===== config.mk =====
export PLATFORM = sky130hd
export DESIGN_NAME = btn_debounce_irq_flat
export DESIGN_NICKNAME = d
export VERILOG_FILES = /design/src/rtl/btn_debounce_irq_pkg.sv /design/src/rtl/btn_debounce_irq_if.sv /design/src/rtl/btn_debounce_irq_cell.sv /design/src/rtl/btn_debounce_irq.sv /design/src/flat_wrapper.sv
export SDC_FILE = /design/constraint.sdc
export NUM_CORES = 1
export LEC_CHECK = 0
export ABC_CLOCK_PERIOD_IN_PS = 4400
export CORE_MARGIN = 5
export CORE_UTILIZATION = 40
export DETAILED_ROUTE_END_ITERATION = 8
export PLACE_DENSITY = 0.63
export SLEW_MARGIN = 20
export SYNTH_ARGS = -nofsm -noshare
export SYNTH_HDL_FRONTEND = slang
export SYNTH_HIERARCHICAL = 1
export SYNTH_SLANG_ARGS = --single-unit
export TNS_END_PERCENT = 20

===== constraint.sdc =====
create_clock -name clk_25mhz -period 4.4 [get_ports clk_25mhz]
set_clock_uncertainty 0.2 [all_clocks]
set_input_delay 1.1 -clock clk_25mhz [delete_from_list [all_inputs] [get_ports clk_25mhz]]
set_output_delay 1.1 -clock clk_25mhz [all_outputs]
set_load 0.05 [all_outputs]

===== src/rtl/btn_debounce_irq_pkg.sv =====
`default_nettype none
// ============================================================================
//  Module   : ulx3s_btn_pkg
//  Purpose  : Shared constants for the button debounce / interrupt block:
//             default button count and reset levels, read FSM encoding and
//             snapshot bit layout.
//  Options  : BTN_AUTOREPEAT_EN (consumed by btn_debounce_irq and
//             btn_debounce_cell, not by this package)
//  Revision : 1.0 - initial release
// ============================================================================
package ulx3s_btn_pkg;

    localparam int C_BTN_BITS = 7;

    // btn[0] is active-low, so its idle level is 1.
    localparam logic [C_BTN_BITS-1:0] C_BTN_RESET_VALUE = 7'b0000001;

    typedef enum logic [0:0] {
        ST_IDLE     = 1'b0,
        ST_SELECTED = 1'b1
    } read_state_t;

    // Snapshot layout: buttons in [n_btn-1:0], irq flag directly above them.
    function automatic int snap_irq_bit(input int n_btn);
        return n_btn;
    endfunction

endpackage
`default_nettype wire


===== src/rtl/btn_debounce_irq_if.sv =====
`default_nettype none
// ============================================================================
//  Module   : btn_debounce_irq_if
//  Purpose  : Bundles the button inputs, ESP32 chip select and the debounced
//             status / snapshot outputs of btn_debounce_irq.
//  Signals  : btn_raw, csn        - asynchronous inputs (master drives)
//             btn_stable          - debounced button levels
//             btn_changed         - sticky per-button change mask
//             snapshot            - {irq, btn_stable}, frozen during a read
//             irq, read_done      - interrupt flag, read-complete pulse
//  Modports : master (stimulus / host side), slave (debouncer side)
//  Revision : 1.0 - initial release
// ============================================================================
interface btn_debounce_irq_if #(
    parameter int C_BTN_BITS = ulx3s_btn_pkg::C_BTN_BITS
);
    logic [C_BTN_BITS-1:0] btn_raw;
    logic                  csn;
    logic [C_BTN_BITS-1:0] btn_stable;
    logic [C_BTN_BITS-1:0] btn_changed;
    logic [C_BTN_BITS:0]   snapshot;
    logic                  irq;
    logic                  read_done;

    modport master (
        output btn_raw, csn,
        input  btn_stable, btn_changed, snapshot, irq, read_done
    );

    modport slave (
        input  btn_raw, csn,
        output btn_stable, btn_changed, snapshot, irq, read_done
    );
endinterface
`default_nettype wire


===== src/rtl/btn_debounce_irq_cell.sv =====
`default_nettype none
// ============================================================================
//  Module   : btn_debounce_cell
//  Purpose  : One button: multi-flop synchroniser, debounce counter and stable
//             level flop. o_set pulses combinationally in the cycle whose
//             edge commits a new stable level (and, with auto-repeat, on each
//             repeat-counter wrap while pressed).
//  Ports    : clk, resetn (synchronous, active low), i_raw (async pin),
//             o_stable (debounced level), o_set (change event)
//  Options  : BTN_AUTOREPEAT_EN - adds a C_REPEAT_BITS repeat counter
//  Revision : 1.0 - initial release
// ============================================================================
module btn_debounce_cell #(
    parameter int   C_SYNC_STAGES   = 2,
    parameter int   C_DEBOUNCE_BITS = 16,
`ifdef BTN_AUTOREPEAT_EN
    parameter int   C_REPEAT_BITS   = 23,
    parameter logic C_PRESSED_LEVEL = 1'b1,
`endif
    parameter logic C_RESET_VALUE   = 1'b0
) (
    input  wire logic clk,
    input  wire logic resetn,
    input  wire logic i_raw,
    output logic      o_stable,
    output logic      o_set
);

    logic [C_SYNC_STAGES-1:0]   r_sync;
    logic [C_DEBOUNCE_BITS-1:0] r_cnt;
    logic                       r_stable;
    logic                       w_s;
    logic                       w_done;

    assign w_s    = r_sync[C_SYNC_STAGES-1];
    // Counter saturated with the input still disagreeing: commit this edge.
    assign w_done = (w_s != r_stable) && (r_cnt == '1);

    always_ff @(posedge clk) begin
        if (!resetn) begin
            r_sync   <= {C_SYNC_STAGES{C_RESET_VALUE}};
            r_cnt    <= '0;
            r_stable <= C_RESET_VALUE;
        end else begin
            r_sync <= {r_sync[C_SYNC_STAGES-2:0], i_raw};
            if (w_s == r_stable) begin
                r_cnt <= '0;
            end else if (!w_done) begin
                r_cnt <= r_cnt + 1'b1;
            end else begin
                r_cnt    <= '0;
                r_stable <= w_s;
            end
        end
    end

`ifdef BTN_AUTOREPEAT_EN
    logic [C_REPEAT_BITS-1:0] r_rep;
    logic                     w_rep_wrap;

    assign w_rep_wrap = (r_stable == C_PRESSED_LEVEL) && (r_rep == '1);

    // Held at zero while released, so the first repeat lands a full period
    // after the debounced press.
    always_ff @(posedge clk) begin
        if (!resetn || (r_stable != C_PRESSED_LEVEL)) begin
            r_rep <= '0;
        end else begin
            r_rep <= r_rep + 1'b1;
        end
    end

    assign o_set = w_done | w_rep_wrap;
`else
    assign o_set = w_done;
`endif

    assign o_stable = r_stable;

endmodule
`default_nettype wire


===== src/rtl/btn_debounce_irq.sv =====
`default_nettype none
// ============================================================================
//  Module   : btn_debounce_irq
//  Purpose  : Debounces the board buttons, keeps a sticky change mask, raises
//             irq towards the ESP32 and clears the reported bits once the
//             ESP32 finishes a chip-select-framed read of the snapshot byte.
//  Ports    : clk_25mhz  - system clock
//             resetn     - synchronous active-low reset
//             bus        - btn_debounce_irq_if.slave (btn_raw, csn in;
//                          btn_stable, btn_changed, snapshot, irq,
//                          read_done out)
//  Options  : BTN_AUTOREPEAT_EN - per-button auto-repeat of btn_changed
//  Revision : 1.0 - initial release
// ============================================================================
module btn_debounce_irq
    import ulx3s_btn_pkg::*;
#(
    parameter int                    C_BTN_BITS        = ulx3s_btn_pkg::C_BTN_BITS,
    parameter int                    C_SYNC_STAGES     = 2,
    parameter int                    C_DEBOUNCE_BITS   = 16,
`ifdef BTN_AUTOREPEAT_EN
    parameter int                    C_REPEAT_BITS     = 23,
`endif
    parameter logic [C_BTN_BITS-1:0] C_BTN_RESET_VALUE = ulx3s_btn_pkg::C_BTN_RESET_VALUE
) (
    input  wire logic         clk_25mhz,
    input  wire logic         resetn,
    btn_debounce_irq_if.slave bus
);

    localparam int C_IRQ_BIT = snap_irq_bit(C_BTN_BITS);

    logic [C_BTN_BITS-1:0]    w_stable;
    logic [C_BTN_BITS-1:0]    w_set;
    logic [C_BTN_BITS-1:0]    w_changed_next;
    logic [C_BTN_BITS-1:0]    r_changed;
    logic [C_BTN_BITS-1:0]    r_mask;
    logic [C_BTN_BITS:0]      r_snapshot;
    logic                     r_irq;
    logic                     r_read_done;
    logic [C_SYNC_STAGES-1:0] r_csn_sync;
    logic                     r_csn_prev;
    logic                     w_csn;
    logic                     w_csn_fall;
    logic                     w_csn_rise;
    logic                     w_capture;
    logic                     w_clear;
    read_state_t              r_state;
    read_state_t              w_state_next;

    for (genvar i = 0; i < C_BTN_BITS; i++) begin : g_cell
        btn_debounce_cell #(
            .C_SYNC_STAGES   (C_SYNC_STAGES),
            .C_DEBOUNCE_BITS (C_DEBOUNCE_BITS),
`ifdef BTN_AUTOREPEAT_EN
            .C_REPEAT_BITS   (C_REPEAT_BITS),
            .C_PRESSED_LEVEL ((i == 0) ? 1'b0 : 1'b1),
`endif
            .C_RESET_VALUE   (C_BTN_RESET_VALUE[i])
        ) u_cell (
            .clk      (clk_25mhz),
            .resetn   (resetn),
            .i_raw    (bus.btn_raw[i]),
            .o_stable (w_stable[i]),
            .o_set    (w_set[i])
        );
    end

    assign w_csn      = r_csn_sync[C_SYNC_STAGES-1];
    assign w_csn_fall =  r_csn_prev & ~w_csn;
    assign w_csn_rise = ~r_csn_prev &  w_csn;

    always_ff @(posedge clk_25mhz) begin
        if (!resetn) begin
            r_state <= ST_IDLE;
        end else begin
            r_state <= w_state_next;
        end
    end

    always_comb begin
        w_state_next = r_state;
        w_capture    = 1'b0;
        w_clear      = 1'b0;
        case (r_state)
            ST_IDLE: begin
                if (w_csn_fall) begin
                    w_state_next = ST_SELECTED;
                    w_capture    = 1'b1;
                end
            end
            ST_SELECTED: begin
                if (w_csn_rise) begin
                    w_state_next = ST_IDLE;
                    w_clear      = 1'b1;
                end
            end
            default: w_state_next = ST_IDLE;
        endcase
    end

    // Clear only what the ESP32 was shown; a set in the same cycle wins.
    assign w_changed_next = (r_changed & ~(w_clear ? r_mask : '0)) | w_set;

    always_ff @(posedge clk_25mhz) begin
        if (!resetn) begin
            r_csn_sync  <= '1;
            r_csn_prev  <= 1'b1;
            r_changed   <= '0;
            r_mask      <= '0;
            r_irq       <= 1'b0;
            r_read_done <= 1'b0;
            r_snapshot  <= {1'b0, C_BTN_RESET_VALUE};
        end else begin
            r_csn_sync  <= {r_csn_sync[C_SYNC_STAGES-2:0], bus.csn};
            r_csn_prev  <= w_csn;
            r_changed   <= w_changed_next;
            r_irq       <= |w_changed_next;
            r_read_done <= w_clear;
            if (w_capture) begin
                r_mask <= r_changed;
            end
            // Tracking in IDLE also covers the capture edge, so the value
            // frozen for the read is the one current at the csn fall.
            if (r_state == ST_IDLE) begin
                r_snapshot[C_IRQ_BIT]       <= r_irq;
                r_snapshot[C_IRQ_BIT-1:0]   <= w_stable;
            end
        end
    end

    assign bus.btn_stable  = w_stable;
    assign bus.btn_changed = r_changed;
    assign bus.snapshot    = r_snapshot;
    assign bus.irq         = r_irq;
    assign bus.read_done   = r_read_done;

endmodule
`default_nettype wire

===== src/flat_wrapper.sv =====
// flat-port wrapper written by rule: the top's interface ports become plain ports
module btn_debounce_irq_flat import ulx3s_btn_pkg::*;
#(
    parameter int                    C_BTN_BITS        = ulx3s_btn_pkg::C_BTN_BITS,
    parameter int                    C_SYNC_STAGES     = 2,
    parameter int                    C_DEBOUNCE_BITS   = 16,

    parameter logic [C_BTN_BITS-1:0] C_BTN_RESET_VALUE = ulx3s_btn_pkg::C_BTN_RESET_VALUE
)
  (clk_25mhz, resetn, bus_btn_raw, bus_csn, bus_btn_stable, bus_btn_changed, bus_snapshot, bus_irq, bus_read_done);
  btn_debounce_irq_if #(.C_BTN_BITS(C_BTN_BITS)) bus_i ();
  input  wire logic clk_25mhz;
  input  wire logic resetn;
  input wire logic [$bits(bus_i.btn_raw)-1:0] bus_btn_raw;
  input wire logic [$bits(bus_i.csn)-1:0] bus_csn;
  output wire logic [$bits(bus_i.btn_stable)-1:0] bus_btn_stable;
  output wire logic [$bits(bus_i.btn_changed)-1:0] bus_btn_changed;
  output wire logic [$bits(bus_i.snapshot)-1:0] bus_snapshot;
  output wire logic [$bits(bus_i.irq)-1:0] bus_irq;
  output wire logic [$bits(bus_i.read_done)-1:0] bus_read_done;
  assign bus_i.btn_raw = bus_btn_raw;
  assign bus_i.csn = bus_csn;
  assign bus_btn_stable = bus_i.btn_stable;
  assign bus_btn_changed = bus_i.btn_changed;
  assign bus_snapshot = bus_i.snapshot;
  assign bus_irq = bus_i.irq;
  assign bus_read_done = bus_i.read_done;
  btn_debounce_irq #(.C_BTN_BITS(C_BTN_BITS), .C_SYNC_STAGES(C_SYNC_STAGES), .C_DEBOUNCE_BITS(C_DEBOUNCE_BITS), .C_BTN_RESET_VALUE(C_BTN_RESET_VALUE)) u_core (.clk_25mhz(clk_25mhz), .resetn(resetn), .bus(bus_i));
endmodule

# Yosys cells after proc, flatten, opt, wreduce, memory -nomap -nowiden
# Index checks and enable logic that the tools add are counted.
# word_totals
reg_bits,161
output_inout_bits,24
elab_cells,102
# op_classes
addsub,7
eq_ne,21
mux,7
bitwise,16
reduce_logical,22
# ops
operator,n
adder 16 x 1 -> 16 bit (second input constant),7
== test 16 bit (second input constant),7
OR reduction 3 bit,7
AND reduction 2 bit,7
NOT 1 bit,11
AND 7 bit,1
== test 1 bit,7
logical AND 1 bit,7
two-way mux 7 bit,1
inequality test 1 bit,7
NOT 7 bit,1
OR 7 bit,1
OR reduction 7 bit,1
two-way mux 1 bit,5
AND 1 bit,2
case mux 1 bit (2 select lines),1

# Logic depth before layout (Yosys ltp)
# depth
ltp_word,9
mapped_depth,8
ltp_nobuf,8

# By module
# The synthesis kept the hierarchy.
# by_module_without_submodules
module,instances,cells_per_inst,area_each_um2
btn_debounce_cell at u_core.g_cell[1].u_cell ...,6,91,817.0
btn_debounce_irq,1,95,980.9
btn_debounce_cell at u_core.g_cell[0].u_cell,1,90,810.8

# Worst setup path after synthesis
# Ideal clock, no wire load.
# synth_path
path_kind,input to register
startpoint,input port resetn
endpoint,register u_core.g_cell[1].u_cell.r_cnt[10]
setup_time_ns,0.064
t_arrival_ns,1.823
setup_slack_ns,2.313
path_stages,5
path_buffers,2
cell_sequence,nand2b_1 > or2_2 > buf_2 > buf_2 > nor2_1
# synth_via
elab_chain_len,2
# synth_lines
item,line,rtl
start: declaration,flat_wrapper.sv:13,input wire logic resetn;
NOT 1 bit (no source line),--,
OR reduction 3 bit (no source line),--,
end signal: assignment,btn_debounce_irq_cell.sv:49,r_cnt <= r_cnt + 1'b1;
end: declaration,btn_debounce_irq_cell.sv:30,logic [C_DEBOUNCE_BITS-1:0] r_cnt;
# Every way passes these cells.
# A chain may end at the register's enable or synchronous reset.

# Worst setup path after layout
# layout_path
startpoint,register u_core.g_cell[2].u_cell.r_stable
endpoint,output port bus_btn_stable[2]
# layout_rtl
item,line,rtl
start: declaration,btn_debounce_irq_cell.sv:31,logic r_stable;
start signal: assignment,btn_debounce_irq_cell.sv:52,r_stable <= w_s;
end: declaration,flat_wrapper.sv:16,output wire logic [$bits(bus_i.btn_stable)-1:0] bus_btn_stable;
# No word-level cell between the ends.

==> metrics <==
#FFs+latches synth=161; CTS buffer count=17; Worst path slowest cell=clkdlybuf4s50_1; pre-CTS setup slack=1.444 ns; largest net degree at the start of global routing=34; Area growth syn-to-layout=16.49%; Fmax=336.3 MHz; total power=3110 uW; share of layout cells above drive strength 1=8.431%; Remaining DRCs=0; status=finished, final reports clean; power density cells=398.8 nW/um^2; top fanout value on the critical path=4; initial antenna violation count=0; Synth Flop Type=dfxtp_1; relative slew slack=45.64%; Worst Path Arrival=1.67 ns; R2R Setup Slk=1.98 ns; Yosys cell types=40; Worst Hold End=u_core/g_cell[0].u_cell/r_sync[1]; cells on worst reg2reg path=7; CTS tree=done; Post-synth EDFFs=0; r2r endpoint=u_core/bus.irq; # clock sinks=161; max-cap violations=0; WP buf/inv=1; worst-path cell chain=clkdlybuf4s50_1; worst hold-check path type=flip-flop to flip-flop; Hold Vio Cnt, Final=0; Routability Congestion=0.7436; Skew-Pair Late Insertion Delay=0.42 ns; met2 Usage GRT=20.33%; Mapped Cells=731; # resized after CTS=0; M1 GR Usage=17.08%; First-pass DRT Iterations=4; max incr delay on CP=0.84 ns; minimum clock period=2.974 ns; PortBufs=33; Critical Path End Type=primary output; clk buf depth=2; critical path's top delay family=buffers and inverters; share of the yosys chip area belonging to registers=48.15%; critical path type=flip-flop to primary output; clock transition at the registers of the reported paths=0.06 ns; Mapped Area=6694 sq um; Die Area=19,420 sq um; Peak VDD IR=0.0003386 V; CTS root buf=clkbuf_16; syn_area_per_cell=9.157 sq um; vias in the first global route=4,405; max-slew violation count=0; Inserted Diodes=0; DR WL/cell=12.18 microns; HPWL after DPL=8146 microns; GRT Total Usage=12.96%; sum of negative setup slack=0 ns; Initial Util=40.51%; Core Area=16,520 sq um; leakage power=0.002441 uW; Die X=139.4 microns; final setup fails=0; Post-Route WL=12,070 microns; asr flop ratio synth=0%; r2r startpoint=u_core/g_cell[0].u_cell/r_cnt[2]; H-tree Lvls=4; final period utilization=67.59%; post-route ant nets=0; hold depth=1; first-pass GRT wire length=20,830 microns; grt ovf=0; hold buffer count at cts=0; RSZ-0062 raised after global routing=false; Worst Max-Slew Pin Slew=0.8143 ns; die height=139.4 microns; Setup crit start kind=flip-flop; Layout fillers=1,568; minimum hold slack=0.2042 ns; setup ws final=1.426 ns; 1st-iter DRT viols=194; Worst Hold Launch=u_core/g_cell[0].u_cell/r_sync[0]; routed vias/inst=4.765; met3 Use GR=3.842%; num ports=34; postcts setup bufs=0; Mapped Nets=748; total number of vias=4,722; Synth warnings=6; nets=775; Rows=47; Crit path required time=3.10 ns; GR peak layer=met2
## through the flow
step,area (sq um),utilization [%],cells
6_report,7797,47.19,991
5_1_grt,7797,47.19,991
4_1_cts,7797,47.19,991
3_5_place_dp,7139,43.20,959
3_3_place_gp,7139,43.20,959
2_1_floorplan,6694,-,731
## how the worst max path moves through the flow
stage | depth (start not counted) | start | endpoint | slack (ns)
finish | 1 | u_core/g_cell[2].u_cell/o_stable | bus_btn_stable[2] | 1.43
global route | 1 | u_core/g_cell[6].u_cell/o_stable | bus_btn_stable[6] | 1.36
CTS | 1 | u_core/g_cell[1].u_cell/o_stable | bus_btn_stable[1] | 1.39
detailed placement | 5 | resetn | u_core/g_cell[0].u_cell/r_cnt[13] | 1.44
global placement | 5 | resetn | u_core/g_cell[0].u_cell/r_cnt[9] | 1.48
floorplan | 5 | resetn | u_core/g_cell[1].u_cell/r_cnt[10] | 2.31
## per-layer routing
| metal | wire length, microns | vias to the layer above |
|---|---|---|
| met3 | 395 | 10 |
| met2 | 5493 | 56 |
| met4 | 104 | 0 |
| met5 | 0 | - |
| met1 | 6075 | 2142 |
| li1 | - | 2514 |
## registers in the layout (all words and copies together), names as in the netlist
signal,flops
u_core/r_mask,7
u_core/r_csn_sync,2
u_core/bus.irq,1
u_core/r_state,1
u_core/r_csn_prev,1
u_core/bus.read_done,1
u_core/g_cell.u_cell/r_sync,14
u_core/g_cell.u_cell/o_stable,7
u_core/g_cell.u_cell/r_cnt,112
u_core/bus.snapshot,8
u_core/bus.btn_changed,7
## kinds of logic (layout without fill, tap and decap cells)
kind of cell	Yosys count	after routing	synth area share, %
DFF	161	161	48.15
muxes	21	21	3.140
xor gates and xnor gates	92	92	12.04
adders and majority gates	7	7	1.308
and+or+nand+nor	362	362	28.37
buffers and inverters	48	88	3.738
AOI/OAI and AO/OA	40	40	3.252
## synth_stat cells, types with 2 or more instances
library cell,n,area [sq um]
a21oi_1,15,75.07
and2_1,20,125.1
and3_1,2,12.51
and4_1,4,35.03
and4b_1,6,60.06
buf_2,14,70.07
buf_4,2,15.01
buf_6,6,67.56
clkbuf_1,3,11.26
dfxtp_1,161,3223
ha_1,7,87.58
inv_1,22,82.58
mux2i_1,21,210.2
nand2_1,42,157.7
nand2b_1,17,106.4
nand3_1,24,120.1
nand4_1,24,150.1
nand4_2,6,75.07
nor2_1,133,499.2
nor2b_1,6,37.54
nor3_1,18,90.09
nor4_1,24,150.1
o21ai_0,15,75.07
o22ai_1,6,37.54
or2_2,12,75.07
or3_1,7,43.79
or3_2,6,45.04
or3_4,6,67.56
xnor2_1,61,534.3
xor2_1,31,271.5
## power by group
part	leakage (uW)	switching, uW	internal, uW	total [uW]
combinational	0.000817	22.8	20.4	43.2
sequential	0.00130	7.50	1470	1470
clock	0.000323	550	1040	1590
total	0.00244	581	2530	3110
## cells in the final DEF, fill, tap and decap left out, types with 6 or more instances in the layout
cell / instances
dfxtp_1: 161
nor2_1: 133
xnor2_1: 61
nand2_1: 42
clkdlybuf4s50_1: 33
xor2_1: 31
nand3_1: 24
nand4_1: 24
nor4_1: 24
inv_1: 22
mux2i_1: 21
and2_1: 20
nor3_1: 18
clkbuf_16: 17
nand2b_1: 17
a21oi_1: 15
o21ai_0: 15
or2_2: 12
or3_1: 7
ha_1: 7
clkbuf_8: 6
o22ai_1: 6
nand4_2: 6
and4b_1: 6
or3_4: 6
or3_2: 6
nor2b_1: 6
## cell type report
| class | instances | area, sq um | share of cell area [%] |
|---|---|---|---|
| multi-input cells | 522 | 3221 | 41.30 |
| clock buffers | 24 | 511.7 | 6.563 |
| well taps | 220 | 275.3 | 3.530 |
| repair buffers | 34 | 337.8 | 4.332 |
| clock inverters | 8 | 146.4 | 1.877 |
| inverters | 22 | 82.58 | 1.059 |
| flip-flops and latches | 161 | 3223 | 41.34 |
No activity file was read; power rests on OpenSTA's default activity.
